==> config.mk <==
export PLATFORM = sky130hd
export DESIGN_NAME = chan_mux_seq
export DESIGN_NICKNAME = d
export VERILOG_FILES = /design/src/rtl/chan_mux_pkg.sv /design/src/rtl/chan_select.sv /design/src/rtl/chan_mux_seq.sv
export SDC_FILE = /design/constraint.sdc
export NUM_CORES = 1
export LEC_CHECK = 0
export CAP_MARGIN = 20
export CORE_ASPECT_RATIO = 0.6
export CORE_MARGIN = 5
export CORE_UTILIZATION = 35
export CTS_BUF_LIST = sky130_fd_sc_hd__clkbuf_16
export CTS_CLUSTER_SIZE = 40
export DETAILED_ROUTE_END_ITERATION = 12
export DONT_BUFFER_PORTS = 1
export GPL_ROUTABILITY_DRIVEN = 0
export GPL_TIMING_DRIVEN = 0
export PLACE_DENSITY = 0.5
export SLEW_MARGIN = 20
export SYNTH_ARGS = -nofsm -noshare
export SYNTH_HDL_FRONTEND = slang
export SYNTH_HIERARCHICAL = 1
export SYNTH_SLANG_ARGS = --single-unit
==> constraint.sdc <==
create_clock -name clk -period 3.04 [get_ports clk]
set_input_delay 0.456 -clock clk [delete_from_list [all_inputs] [get_ports clk]]
set_output_delay 0.456 -clock clk [all_outputs]
set_load 0.01 [all_outputs]
==> src/rtl/chan_mux_pkg.sv <==
// chan_mux_pkg
//   Shared types and constants for the channel multiplexer family.
//   - state_t     : controller state encoding (IDLE / DIRECT / SCAN)
//   - MODE_DIRECT : mode value for a single sample of the selected channel
//   - MODE_SCAN   : mode value for one sample of every channel, in order
package chan_mux_pkg;

  typedef enum logic [1:0] {
    IDLE   = 2'd0,
    DIRECT = 2'd1,
    SCAN   = 2'd2
  } state_t;

  localparam logic MODE_DIRECT = 1'b0;
  localparam logic MODE_SCAN   = 1'b1;

endpackage

==> src/rtl/chan_select.sv <==
// chan_select
//   Purely combinational N:1 slice selector over a packed channel bus.
//   Ports:
//     in_data [NUM_CH*WIDTH] : packed channels, channel k at [k*WIDTH +: WIDTH]
//     index   [SEL_W]        : channel to pick
//     word    [WIDTH]        : selected channel; zero if index >= NUM_CH
module chan_select #(
  parameter int NUM_CH = 4,
  parameter int WIDTH  = 8,
  parameter int SEL_W  = $clog2(NUM_CH)
) (
  input  logic [NUM_CH*WIDTH-1:0] in_data,
  input  logic [SEL_W-1:0]        index,
  output logic [WIDTH-1:0]        word
);

  // Compare against every legal index rather than multiplying the index,
  // so out-of-range indices (non power-of-two NUM_CH) simply yield zero.
  always_comb begin
    word = '0;
    for (int k = 0; k < NUM_CH; k++) begin
      if (index == SEL_W'(k)) begin
        word = in_data[k*WIDTH +: WIDTH];
      end
    end
  end

endmodule

==> src/rtl/chan_mux_seq.sv <==
// chan_mux_seq
//   Registered NUM_CH:1 channel multiplexer with direct and scan modes and a
//   valid/ready output handshake.
//   Ports:
//     clk, rst_n        : clock, asynchronous active-low reset
//     in_data           : packed channel samples
//     sel, mode, start  : transaction request, sampled only when accepted in IDLE
//     abort             : synchronous cancel, beats start and the handshake
//     out_data, out_ch  : registered sample and its channel index
//     out_valid/ready   : output handshake
//     busy              : high while a transaction is in progress
//     sel_err           : one-cycle pulse for a direct start with sel >= NUM_CH
module chan_mux_seq
  import chan_mux_pkg::*;
#(
  parameter int NUM_CH = 4,
  parameter int WIDTH  = 8,
  parameter int SEL_W  = $clog2(NUM_CH)
) (
  input  logic                    clk,
  input  logic                    rst_n,
  input  logic [NUM_CH*WIDTH-1:0] in_data,
  input  logic [SEL_W-1:0]        sel,
  input  logic                    mode,
  input  logic                    start,
  input  logic                    abort,
  output logic [WIDTH-1:0]        out_data,
  output logic [SEL_W-1:0]        out_ch,
  output logic                    out_valid,
  input  logic                    out_ready,
  output logic                    busy,
  output logic                    sel_err
);

  localparam logic [SEL_W-1:0] LAST_CH  = SEL_W'(NUM_CH - 1);
  localparam logic [SEL_W:0]   NUM_CH_W = (SEL_W + 1)'(NUM_CH);

  state_t            state_q, state_d;
  logic [WIDTH-1:0]  out_data_q, out_data_d;
  logic [SEL_W-1:0]  out_ch_q, out_ch_d;
  logic              out_valid_q, out_valid_d;
  logic              busy_q, busy_d;
  logic              sel_err_q, sel_err_d;

  logic              handshake;
  logic              sel_oob;
  logic              load;
  logic [SEL_W-1:0]  load_idx;
  logic [WIDTH-1:0]  load_word;

  assign handshake = out_valid_q && out_ready;
  // Zero-extend so the compare works when NUM_CH is a power of two.
  assign sel_oob   = ({1'b0, sel} >= NUM_CH_W);

  chan_select #(
    .NUM_CH (NUM_CH),
    .WIDTH  (WIDTH),
    .SEL_W  (SEL_W)
  ) u_select (
    .in_data (in_data),
    .index   (load_idx),
    .word    (load_word)
  );

  always_ff @(posedge clk or negedge rst_n) begin
    if (!rst_n) begin
      state_q     <= IDLE;
      out_data_q  <= '0;
      out_ch_q    <= '0;
      out_valid_q <= 1'b0;
      busy_q      <= 1'b0;
      sel_err_q   <= 1'b0;
    end else begin
      state_q     <= state_d;
      out_data_q  <= out_data_d;
      out_ch_q    <= out_ch_d;
      out_valid_q <= out_valid_d;
      busy_q      <= busy_d;
      sel_err_q   <= sel_err_d;
    end
  end

  // Next-state logic; abort wins over everything else.
  always_comb begin
    state_d = state_q;
    if (abort) begin
      state_d = IDLE;
    end else begin
      case (state_q)
        IDLE: begin
          if (start) begin
            if (mode == MODE_SCAN) begin
              state_d = SCAN;
            end else if (!sel_oob) begin
              state_d = DIRECT;
            end
          end
        end
        DIRECT: begin
          if (handshake) state_d = IDLE;
        end
        SCAN: begin
          if (handshake && (out_ch_q == LAST_CH)) state_d = IDLE;
        end
        default: state_d = IDLE;
      endcase
    end
  end

  // Output/datapath logic. Everything holds unless a load or a
  // completing handshake happens; abort only clears out_valid.
  always_comb begin
    out_data_d  = out_data_q;
    out_ch_d    = out_ch_q;
    out_valid_d = out_valid_q;
    sel_err_d   = 1'b0;
    load        = 1'b0;
    load_idx    = '0;
    if (abort) begin
      out_valid_d = 1'b0;
    end else begin
      case (state_q)
        IDLE: begin
          if (start) begin
            if (mode == MODE_SCAN) begin
              load     = 1'b1;
              load_idx = '0;
            end else if (sel_oob) begin
              sel_err_d = 1'b1;
            end else begin
              load     = 1'b1;
              load_idx = sel;
            end
          end
        end
        DIRECT: begin
          if (handshake) out_valid_d = 1'b0;
        end
        SCAN: begin
          if (handshake) begin
            if (out_ch_q == LAST_CH) begin
              out_valid_d = 1'b0;
            end else begin
              load     = 1'b1;
              load_idx = out_ch_q + SEL_W'(1);
            end
          end
        end
        default: out_valid_d = 1'b0;
      endcase
    end
    if (load) begin
      out_data_d  = load_word;
      out_ch_d    = load_idx;
      out_valid_d = 1'b1;
    end
    busy_d = (state_d != IDLE);
  end

  assign out_data  = out_data_q;
  assign out_ch    = out_ch_q;
  assign out_valid = out_valid_q;
  assign busy      = busy_q;
  assign sel_err   = sel_err_q;

endmodule

==> impl_metrics.toml, run 1 <==
[worst_setup_path]
start_kind = "flop"
cp_max_fo = 8
crit_chain = "ha_1 > and4b_4 > or2b_1 > a21boi_0 > buf_6 > mux4_2 > mux2_4"
slowest_delay_ns = 0.50
crit_arrival_ns = 2.73
path_buf_inv = 1
worstSetupPathType = "reg -> reg"
required_ns = 3.16
slowest_stage = "mux4_2"
path_delay_family = "multiplexers"
r2r_slack_ns = 0.43
crit_path_end_kind = "flop"

[timing]
rsz0062_at_grt = "false"
timing.hold.ws_ns = 0.2726
tightest_slew_ns = 0.6805
fin_skew_ns = 0.006218
slew-limit-headroom_pct = 54.48
worst_slack_ns = 0.4324
drv_slew = 0
final-setup-viol-count = 0
fmax_ghz = 0.3835
layout_min_cycle_time_ns = 2.608
min_period_over_period_pct = 85.77
fin_tns_setup_ns = 0
finalHoldViolCount = 0

[detailed_routing]
routedWlPerCell_um = 20.64
num_vias = 608
firstDrtPassIters = 4
wl_met1_um = 997
first_iter_violations = 27
highest_layer = "met4"
ant_nets = 0
drc = 0
dr_wl_met3_um = 157
via_per_inst = 5.682
drt-total-wl_mm = 2.209
dr_wl_met2_mm = 1.040

[clock_network]
cts-root-buf = "clkbuf_16"
clk_pin_slew_worst_paths_ns = 0.05
cts_buffers = 3
cts_tree = "built"
cts_sinks = 14
postCtsSetupBuffers = 0
clk_latency_ns = 0.24
cts_buffer_depth = 2
cts_max_level = 1

[cells_and_area]
syn2layout_area_growth_pct = 13.79
drive_gt1_share_pct = 37.33
diodes = 0
layout_commonest_cell = "dfrtp_1"
stdcell_area_um2 = 1064
fillers = 247
layout.nets = 117
layout_common_cells = "dfrtp_1, mux2_4, mux4_2"

[global_route]
grtUsageTotal_pct = 11.89
grt_pass1_vias = 651
grt.overflow.total = 0
grt_max_degree = 15
grt_pass1_wl_mm = 3.505
grt_antenna_before_repair = 0

[logic_synthesis]
syn_inst = 70
synth_top_area_cell = "dfrtp_1"
ys_types = 29
yosysWarnings = 6
yosys-top-cells-area = "dfrtp_1, mux4_2, mux2_4"
synth_seq_area_share_pct = 37.48
syn_nets = 111
post_synth.cell_area_avg_um2 = 13.35
yosys_register_bits = 14
synth.top_cell.area_share_pct = 37.48
synth_area_um2 = 934.6

[power_and_ir_drop]
clkPwrFrac_pct = 40.1
powerDensity_nw_per_um2 = 590.1
power_switching_uw = 160.1
power_frac_comb_pct = 17.6
peakVddDrop_mv = 0.3126
swShare_pct = 25.51
seqPwrFrac_pct = 42.3
leakage_uw = 0.0004220
p_int_uw = 467.5
power.total_uw = 627.5

[die]
die_x_um = 76.72
coreArea_um2 = 2522
die_area_um2 = 3838
dieHeight_um = 50.03
pin_count = 53
num_rows = 14
start_util_pct = 37.05

[run]
drv_cap = 0

[outcome]
outcome = "finished clean"

[placement]
dp_hpwl_mm = 1.759
pre_cts_slack_ns = 0.4168
dpl_cell_area_um2 = 974.7
io_buffers = 0

[hold_path]
hold_path.class = "in -> reg"
-- kinds of logic after synthesis --
group,count (synthesis),synth area share (%)
compound gates,12,8.968
other cells,1,0.4012
fa+ha+maj,1,1.338
flops,14,37.48
simple gates,18,12.05
buf+inv,7,6.559
mux,17,33.20
-- power groups by stage --
stage               Clock, µW  Combinational [µW]  Sequential [µW]
finish                    252                 110              266
global route              269                 121              270
CTS                       259                 111              267
detailed placement          0                 106              269
global placement            0                 105              270
floorplan                   0                95.6              260
-- cell type report --
cell class                 count  area (µm²)  area share (%)
clock buffer                   3       75.07           7.059
clock inverter                 1       3.754          0.3529
sequential                    14       350.3           32.94
buffer                         6       57.56           5.412
tap                           32       40.04           3.765
multi-input combinational     49       523.0           49.18
timing repair buffer           1       10.01          0.9412
inverter                       1       3.754          0.3529
-- path summary, 6_finish.rpt --
| check | from | end | depth (start not counted) |
|---|---|---|---|
| setup reg to reg | out_ch[0]$_DFFE_PN0P_ | out_data[6]$_DFFE_PN0P_ | 7 |
| setup / recovery | out_ch[0]$_DFFE_PN0P_ | out_data[6]$_DFFE_PN0P_ | 7 |
| hold reg to reg | state_q[1]$_DFF_PN0_ | state_q[0]$_DFF_PN0_ | 2 |
| hold / removal | abort | out_valid$_DFFE_PN0P_ | 1 |
| min in group asynchronous | rst_n | out_data[4]$_DFFE_PN0P_ | 1 |
| max in group asynchronous | rst_n | out_data[5]$_DFFE_PN0P_ | 1 |
-- synth_stat cells --
library cell	count
dfrtp_1	14
conb_1	1
mux2_4	8
o21a_1	2
nor2_1	2
buf_4	1
a21boi_0	1
o21ai_0	1
inv_1	1
clkbuf_2	1
nor3b_1	1
nor3_1	3
nand2_1	2
nand2b_1	1
a32oi_1	1
a211oi_1	1
and2_1	1
nor4b_1	1
or2b_1	1
buf_6	4
ha_1	1
and3_2	1
nor4_1	2
and4b_4	1
mux2i_1	1
a311oi_2	1
a21oi_1	5
nor2b_1	2
mux4_2	8
-- timing repair --
| item | in CTS | in global routing |
|---|---|---|
| hold buffers | 1 | 0 |
| endpoints found under the hold margin | 14 | 0 |
| gates resized for setup | 0 | 0 |
-- flip-flops by register name, indices dropped and copies added, names as in the netlist --
register   flops
out_valid      1
busy           1
out_ch         2
state_q        2
out_data       8
-- worst reg2reg max path, stage by stage, from the launching register on --
cell	delay, ns
dfrtp_1	0.47
ha_1	0.27
and4b_4	0.34
or2b_1	0.22
a21boi_0	0.22
buf_6	0.20
mux4_2	0.51
mux2_4	0.27
-- metal layers --
layer,track usage (%),up-vias
met4,1.744,0
met5,0,-
li1,-,277
met1,16.84,302
met2,17.46,27
met3,4.545,2
-- metrics by stage --
step | instances | util (%)
after global placement | 102 | 38.64
after floorplan | 70 | -
final | 107 | 42.16
after CTS | 107 | 42.16
after global routing | 107 | 42.16
after detailed placement | 102 | 38.64
Note: power is estimated with default switching activity, not from simulation.
==> run 2, diff against run 1 <==
--- a/config.mk
+++ b/config.mk
@@ -14,7 +14,6 @@
 export DETAILED_ROUTE_END_ITERATION = 12
 export DONT_BUFFER_PORTS = 1
 export GPL_ROUTABILITY_DRIVEN = 0
-export GPL_TIMING_DRIVEN = 0
 export PLACE_DENSITY = 0.5
 export SLEW_MARGIN = 20
 export SYNTH_ARGS = -nofsm -noshare
==> run 2 against run 1 <==
Net effect: worst hold slack about the same; setup slack better by 0.034 ns; first-iteration DRC count down 22%; critical path type unchanged; highest routed layer unchanged.
==> impl_metrics.toml, run 2 (synthesized netlist as in run 1, its figures left out) <==
[placement]
dp_hpwl_mm = 1.680
dpl_cell_area_um2 = 924.6
dpl.cell_count = 97
io_buffers = 0

[worst_setup_path]
path_delay_family = "multiplexers"
crit_chain = "ha_1 > and4b_4 > or2b_1 > a21boi_1 > buf_4 > mux4_2 > mux2_4"
required_ns = 3.17
worstSetupPathType = "reg -> reg"
cp_max_fo = 8
r2r-start = "out_ch[0]$_DFFE_PN0P_"
slowest_delay_ns = 0.52
crit_path_end_kind = "flop"
start_kind = "flop"
worstSetupStartpoint = "out_ch[0]$_DFFE_PN0P_"
crit_arrival_ns = 2.70
path_buf_inv = 1
r2r_slack_ns = 0.47
slowest_stage = "mux4_2"

[timing]
fin_skew_ns = 0.0006429
min_period_over_period_pct = 84.66
fin_tns_setup_ns = 0
drv_slew = 0
layout_min_cycle_time_ns = 2.574
tightest_slew_ns = 0.6602
finalHoldViolCount = 0
final-setup-viol-count = 0
rsz0062_at_grt = "false"
fmax_ghz = 0.3885
timing.hold.ws_ns = 0.2728
slew-limit-headroom_pct = 55.84

[detailed_routing]
firstDrtPassIters = 4
ant_nets = 0
num_vias = 588
drt-total-wl_mm = 2.147
via_per_inst = 5.765
routedWlPerCell_um = 21.05
first_iter_violations = 21
drc = 0

[clock_network]
cts_resized = 0
cts-root-buf = "clkbuf_16"
clk_pin_slew_worst_paths_ns = 0.05
cts_tree = "built"
cts_buffer_depth = 2
cts_sinks = 14
cts_max_level = 1
clk_latency_ns = 0.24
cts_buffers = 3

[die]
start_util_pct = 37.05
die_x_um = 76.72
dieHeight_um = 50.03
pin_count = 53
num_rows = 14
coreArea_um2 = 2522
die_area_um2 = 3838

[power_and_ir_drop]
power.total_uw = 620.2
powerDensity_nw_per_um2 = 608.9
peakVddDrop_mv = 0.2830
leakage_uw = 0.0003954

[global_route]
grtUsageTotal_pct = 11.49
grt_max_degree = 15
grt_antenna_before_repair = 0
grt_pass1_vias = 650
grt.overflow.total = 0
grt_pass1_wl_mm = 3.422

[cells_and_area]
final_cells = 102
syn2layout_area_growth_pct = 8.970
diodes = 0
drive_gt1_share_pct = 34.29
stdcell_area_um2 = 1018
layout_commonest_cell = "dfrtp_1"
layout.nets = 112
layout_common_cells = "dfrtp_1, mux2_4, mux4_2"
largest_reg_flops = 8

[hold_path]
worstHoldStart = "abort"
hold_path.class = "in -> reg"

[run]
drv_cap = 0

[outcome]
outcome = "finished clean"
[run 2: changes by cell type in the layout (fill, tap and decap cells not counted), sizes merged]
cell	change
buf	-4
clkbuf	-1
[run 2: where the power goes]
part	internal, µW	switching [µW]
logic	65.4	33.0
clock network	174	76.6
registers	222	49.4
[run 2: repair_timing]
item | 4_1_cts | 5_1_grt
setup buffers | 0 | 0
hold endpoints to repair | 14 | 0
hold buffers | 1 | 0
[run 2: area by class of cell]
| class | instances | area [µm²] |
|---|---|---|
| clock buffers | 3 | 75.07 |
| clock inverters | 1 | 3.754 |
| fillers | 257 | 1504 |
| inverters | 1 | 3.754 |
| multi-input cells | 49 | 528.0 |
| flip-flops and latches | 14 | 350.3 |
| well taps | 32 | 40.04 |
| repair buffers | 2 | 17.52 |
[run 2: layer usage]
layer | wire (µm) | track usage (%) | part of all wire (%) | vias to the layer above
li1 | - | - | - | 265
met1 | 972 | 16.33 | 45 | 293
met2 | 995 | 16.06 | 46 | 26
met3 | 151 | 4.182 | 7.0 | 4
met4 | 28 | 3.488 | 1.3 | 0
met5 | 0 | 0 | 0 | -
[run 2: per-stage QoR]
stage	util (%)	setup slack [ns]
floorplan	-	0.5739
global placement	36.66	0.4729
detailed placement	36.66	0.4304
CTS	40.18	0.4200
global route	40.38	0.3142
finish	40.38	0.4662
[run 2: worst paths after layout]
kind / end / cells past startpoint
worst max-delay path: out_data[6]$_DFFE_PN0P_ / 7
worst min-delay path: out_valid$_DFFE_PN0P_ / 1
worst max register to register: out_data[6]$_DFFE_PN0P_ / 7
worst min register to register: out_data[4]$_DFFE_PN0P_ / 1
max in group asynchronous: out_data[5]$_DFFE_PN0P_ / 1
min in group asynchronous: out_data[4]$_DFFE_PN0P_ / 1
[run 2: worst register-to-register path, delay by kind of cell (launching register included)]
family / cells / cell delay [ns]
adders and majority gates: 1 / 0.27
buffers and inverters: 1 / 0.22
DFF: 1 / 0.47
and+or+nand+nor: 2 / 0.58
muxes: 2 / 0.79
AOI/OAI and AO/OA: 1 / 0.14
==> RTL change 1, RTL diff (settings of run 2) <==
The 3 states of `state_t` get a one-hot encoding in 3 bits.
--- a/src/rtl/chan_mux_pkg.sv
+++ b/src/rtl/chan_mux_pkg.sv
@@ -7,6 +7,6 @@
 
-  typedef enum logic [1:0] {
-    IDLE   = 2'd0,
-    DIRECT = 2'd1,
-    SCAN   = 2'd2
+  typedef enum logic [2:0] {
+    IDLE   = 3'b001,
+    DIRECT = 3'b010,
+    SCAN   = 3'b100
   } state_t;
Check against the original RTL: no difference found for any inputs over 10 cycles, from zero or initial values and one cycle with rst_n low; not proved beyond that.
==> RTL change 1 against run 2 <==
- routed wire length grew 16%
- first-iteration DRC count shrank 43%
- power grew 4.6%
- sequential cell count grew 1
- critical endpoint is now out_data[4]
- cell area grew 6.6%
- synthesized cell count grew 4.3%
- area after synthesis grew 3.3%
- non-clock buffer count grew 1
- setup slack gained 0.22 ns
==> RTL change 1: results <==
{
  "outcome": "finished, final reports clean",
  "power_density_mw_per_mm2": 597,
  "synth_common_cells": "14 x dfrtp_1, 8 x mux2_4, 8 x mux4_2",
  "wl_per_cell_um": 22.8,
  "vias_per_cell": 5.87,
  "dp.cells": 104,
  "final_layout_size_suffix_gt1_frac": 0.325,
  "dp_hpwl_um": 2020,
  "grt_usage": 0.134,
  "yosysUniqueCellTypes": 31,
  "synth_nets": 114,
  "p_leak_nw": 0.451,
  "synthTopCellsByArea": "dfrtp_1 36%, mux4_2 19%, mux2_4 12%",
  "critical_path_arrival_ns": 2.48,
  "fill_cells": 246,
  "fin_skew_ns": 0.000899,
  "seq_area_frac_synth": 0.390,
  "grt_pass1_vias": 664,
  "dp_slack_ns": 0.674,
  "grt_pass1_wl_um": 3940,
  "nets": 119,
  "vdd_drop_max_v": 0.000226,
  "placement.cell_area_um2": 997,
  "hp-class": "input port to asynchronous set/reset pin",
  "num_vias": 640,
  "slew-limit-headroom": 0.576,
  "syn_inst": 73,
  "drt_iter0_drc": 12
}
RTL change 1: area by class of cell:
class	count	area share
clock buffer	3	0.0691
clock inverter	1	0.00346
inverter	3	0.0104
multi-input combinational	52	0.510
sequential	15	0.347
tap	32	0.0369
timing repair buffer	3	0.0230
RTL change 1: cells by family (layout without fill, tap and decap cells):
logic type | count (synthesis) | after routing | share of synthesized area
and+or+nand+nor | 20 | 20 | 0.137
adders and majority gates | 1 | 1 | 0.0130
muxes | 16 | 16 | 0.311
DFF | 15 | 15 | 0.390
buffers and inverters | 6 | 10 | 0.0363
other | 1 | 1 | 0.00388
AOI/OAI and AO/OA | 14 | 14 | 0.109
RTL change 1: routing by layer:
layer  vias to the layer above  wire (um)  global-route usage
met5                         -          0                   0
met1                       325       1070               0.184
met3                         0        273              0.0732
met2                        29       1140               0.188
met4                         0          0              0.0171
li1                        286          -                   -
RTL change 1: where the power goes:
part	leakage, nW	total (mW)	switching [mW]	internal, mW
Sequential	0.185	0.288	0.0499	0.238
Combinational	0.224	0.111	0.0419	0.0692
Clock	0.0423	0.249	0.0756	0.174
RTL change 1: worst max-delay path: cells and delay by family, from the launching register on:
| kind | cells | cell delay (ns) |
|---|---|---|
| flops | 1 | 0.43 |
| fa+ha+maj | 1 | 0.24 |
| simple gates | 2 | 0.42 |
| buf+inv | 1 | 0.21 |
| compound gates | 1 | 0.14 |
| mux | 2 | 0.79 |
RTL change 1: worst paths after layout:
kind                             from           to  slack, ns  cells after the start
min                             rst_n   state_q[0]       0.06                      0
max                         out_ch[0]  out_data[4]       0.69                      7
max in group asynchronous       rst_n  out_data[5]       1.95                      1
min reg2reg                state_q[2]   state_q[1]       0.56                      1
min in group clk                abort   state_q[1]       0.29                      1
max reg2reg                 out_ch[0]  out_data[4]       0.69                      7
RTL change 1: repair_timing:
item,4_1_cts,5_1_grt
hold buffers,1,0
hold endpoints to repair,14,0
gates resized for setup,0,0
==> RTL change 2, RTL diff (settings of run 2) <==
Made on the original files. `NUM_CH` is set to 4 in 2 places; all go to 8.
--- a/src/rtl/chan_select.sv
+++ b/src/rtl/chan_select.sv
@@ -7,3 +7,3 @@
 module chan_select #(
-  parameter int NUM_CH = 4,
+  parameter int NUM_CH = 8,
   parameter int WIDTH  = 8,
--- a/src/rtl/chan_mux_seq.sv
+++ b/src/rtl/chan_mux_seq.sv
@@ -15,3 +15,3 @@
 #(
-  parameter int NUM_CH = 4,
+  parameter int NUM_CH = 8,
   parameter int WIDTH  = 8,
Ports: changed (resized in_data, out_ch and sel); port bits go from 53 to 87. No check against the original RTL was run, so the function may have changed too.
==> RTL change 2 against run 2 <==
- power rose by 10%
- count of clock-buffer cells in the layout unchanged
- setup slack worse by 0.26 ns
- area after synthesis is 46% higher
- hold slack better by 0.0013 ns
- routed wire length increased by 53%
- cell area increased by 45%
- sequential cell count rose by 1
==> RTL change 2: results <==
{
  "critical_path_arrival_ns": 2.96,
  "slew-limit-headroom": 0.514,
  "hp-class": "input port to register",
  "crit_path_max_fanout": 17,
  "grt_max_degree": 18,
  "postCtsSetupRepairBufs": 0,
  "fin_skew_ns": 0.00224,
  "num_vias": 878,
  "synth_common_cells": "15 x dfrtp_1, 15 x mux4_1, 9 x mux2_2",
  "crit_slowest_cell": "mux4_1",
  "grt_antenna_before_repair": 0,
  "max_stage_delay_ns": 0.56,
  "h-tree-depth": 1,
  "cts_buffers": 3,
  "final_layout_size_suffix_gt1_frac": 0.292,
  "dp_hpwl_um": 2730,
  "cts_resized": 0,
  "grt_pass1_vias": 936,
  "p_leak_nw": 0.582,
  "synth_nets": 172,
  "routed_wl_um": 3280,
  "fill_cells": 342,
  "clk_pin_slew_ns": 0.05,
  "outcome": "finished, final reports clean",
  "seq_area_frac_synth": 0.274,
  "drt_iter0_drc": 72,
  "hold_violations": 0,
  "vdd_drop_max_v": 0.000197,
  "synthFlopType": "dfrtp_1",
  "power_switching_share": 0.262,
  "grt_usage": 0.122,
  "synthTopCellsByArea": "mux4_1 29%, dfrtp_1 27%, mux2_4 7.7%",
  "firstDrtPassIters": 4,
  "yosysUniqueCellTypes": 36,
  "clk_path_buf_depth": 2,
  "grt_pass1_wl_um": 5020
}
RTL change 2: cell types whose count changed after synthesis, moves of 2 or more:
cell / run 2 / this run
buf_2: 0 / 2
buf_6: 4 / 2
inv_1: 1 / 3
mux2_2: 0 / 9
mux4_1: 0 / 15
mux4_2: 8 / 1
nor2_1: 2 / 4
nor4_1: 2 / 0
o21a_1: 2 / 0
RTL change 2: final cells by class:
| type | count | area [um^2] | share of cell area |
|---|---|---|---|
| Multi-Input combinational cell | 70 | 906 | 0.614 |
| Sequential cell | 15 | 375 | 0.254 |
| Clock buffer | 3 | 75.1 | 0.0509 |
| Tap cell | 47 | 58.8 | 0.0399 |
| Timing Repair Buffer | 4 | 45.0 | 0.0305 |
| Inverter | 3 | 11.3 | 0.00763 |
| Clock inverter | 1 | 3.75 | 0.00254 |
RTL change 2: metal layers:
layer,GRT usage,vias up,routed length (um)
li1,-,395,-
met1,0.153,435,1400
met2,0.193,46,1610
met3,0.0511,2,256
met4,0.0382,0,19
met5,0,-,0
RTL change 2: logic make-up after synthesis:
| group | share of synthesized area |
|---|---|
| AO/OA/AOI/OAI | 0.0979 |
| buffers and inverters | 0.0631 |
| AND/OR/NAND/NOR | 0.0878 |
| multiplexers | 0.456 |
| flip-flops | 0.274 |
| adder cells (fa/ha/maj) | 0.0183 |
| other | 0.00274 |
RTL change 2: worst register-to-register path: stages (launching register included):
cell     delay (ns)
dfrtp_1        0.42
ha_1           0.21
ha_1           0.22
and4b_4        0.37
a32o_1         0.22
buf_12         0.17
mux4_1         0.56
mux2_2         0.29
mux2_4         0.26
RTL change 2: power groups by stage:
| stage | logic, mW | registers (mW) | clock network (mW) |
|---|---|---|---|
| 4_1_cts | 0.142 | 0.296 | 0.255 |
| 3_3_place_gp | 0.135 | 0.299 | 0 |
| 5_1_grt | 0.155 | 0.301 | 0.268 |
| 2_1_floorplan | 0.128 | 0.281 | 0 |
| 3_5_place_dp | 0.136 | 0.299 | 0 |
| 6_report | 0.140 | 0.295 | 0.248 |
RTL change 2: path summary, 6_finish.rpt:
path / cells past startpoint / slack, ns / startpoint / endpoint
setup / recovery: 8 / 0.21 / out_ch[1] / out_data[5]
hold / removal: 1 / 0.27 / abort / out_valid
setup reg to reg: 8 / 0.21 / out_ch[1] / out_data[5]
hold reg to reg: 1 / 0.58 / out_data[6] / out_data[6]
max in group asynchronous: 1 / 1.86 / rst_n / out_data[6]
min in group asynchronous: 1 / 0.72 / rst_n / busy
RTL change 2: stage by stage:
step	instances	utilization	area, um^2	power, mW	worst slack (ns)
finish	143	0.396	1480	0.683	0.206
global route	143	0.396	1480	0.725	0.0950
CTS	143	0.396	1480	0.693	0.197
detailed placement	138	0.372	1390	0.435	0.203
global placement	138	0.372	1390	0.434	0.261
floorplan	97	-	1370	0.409	0.209
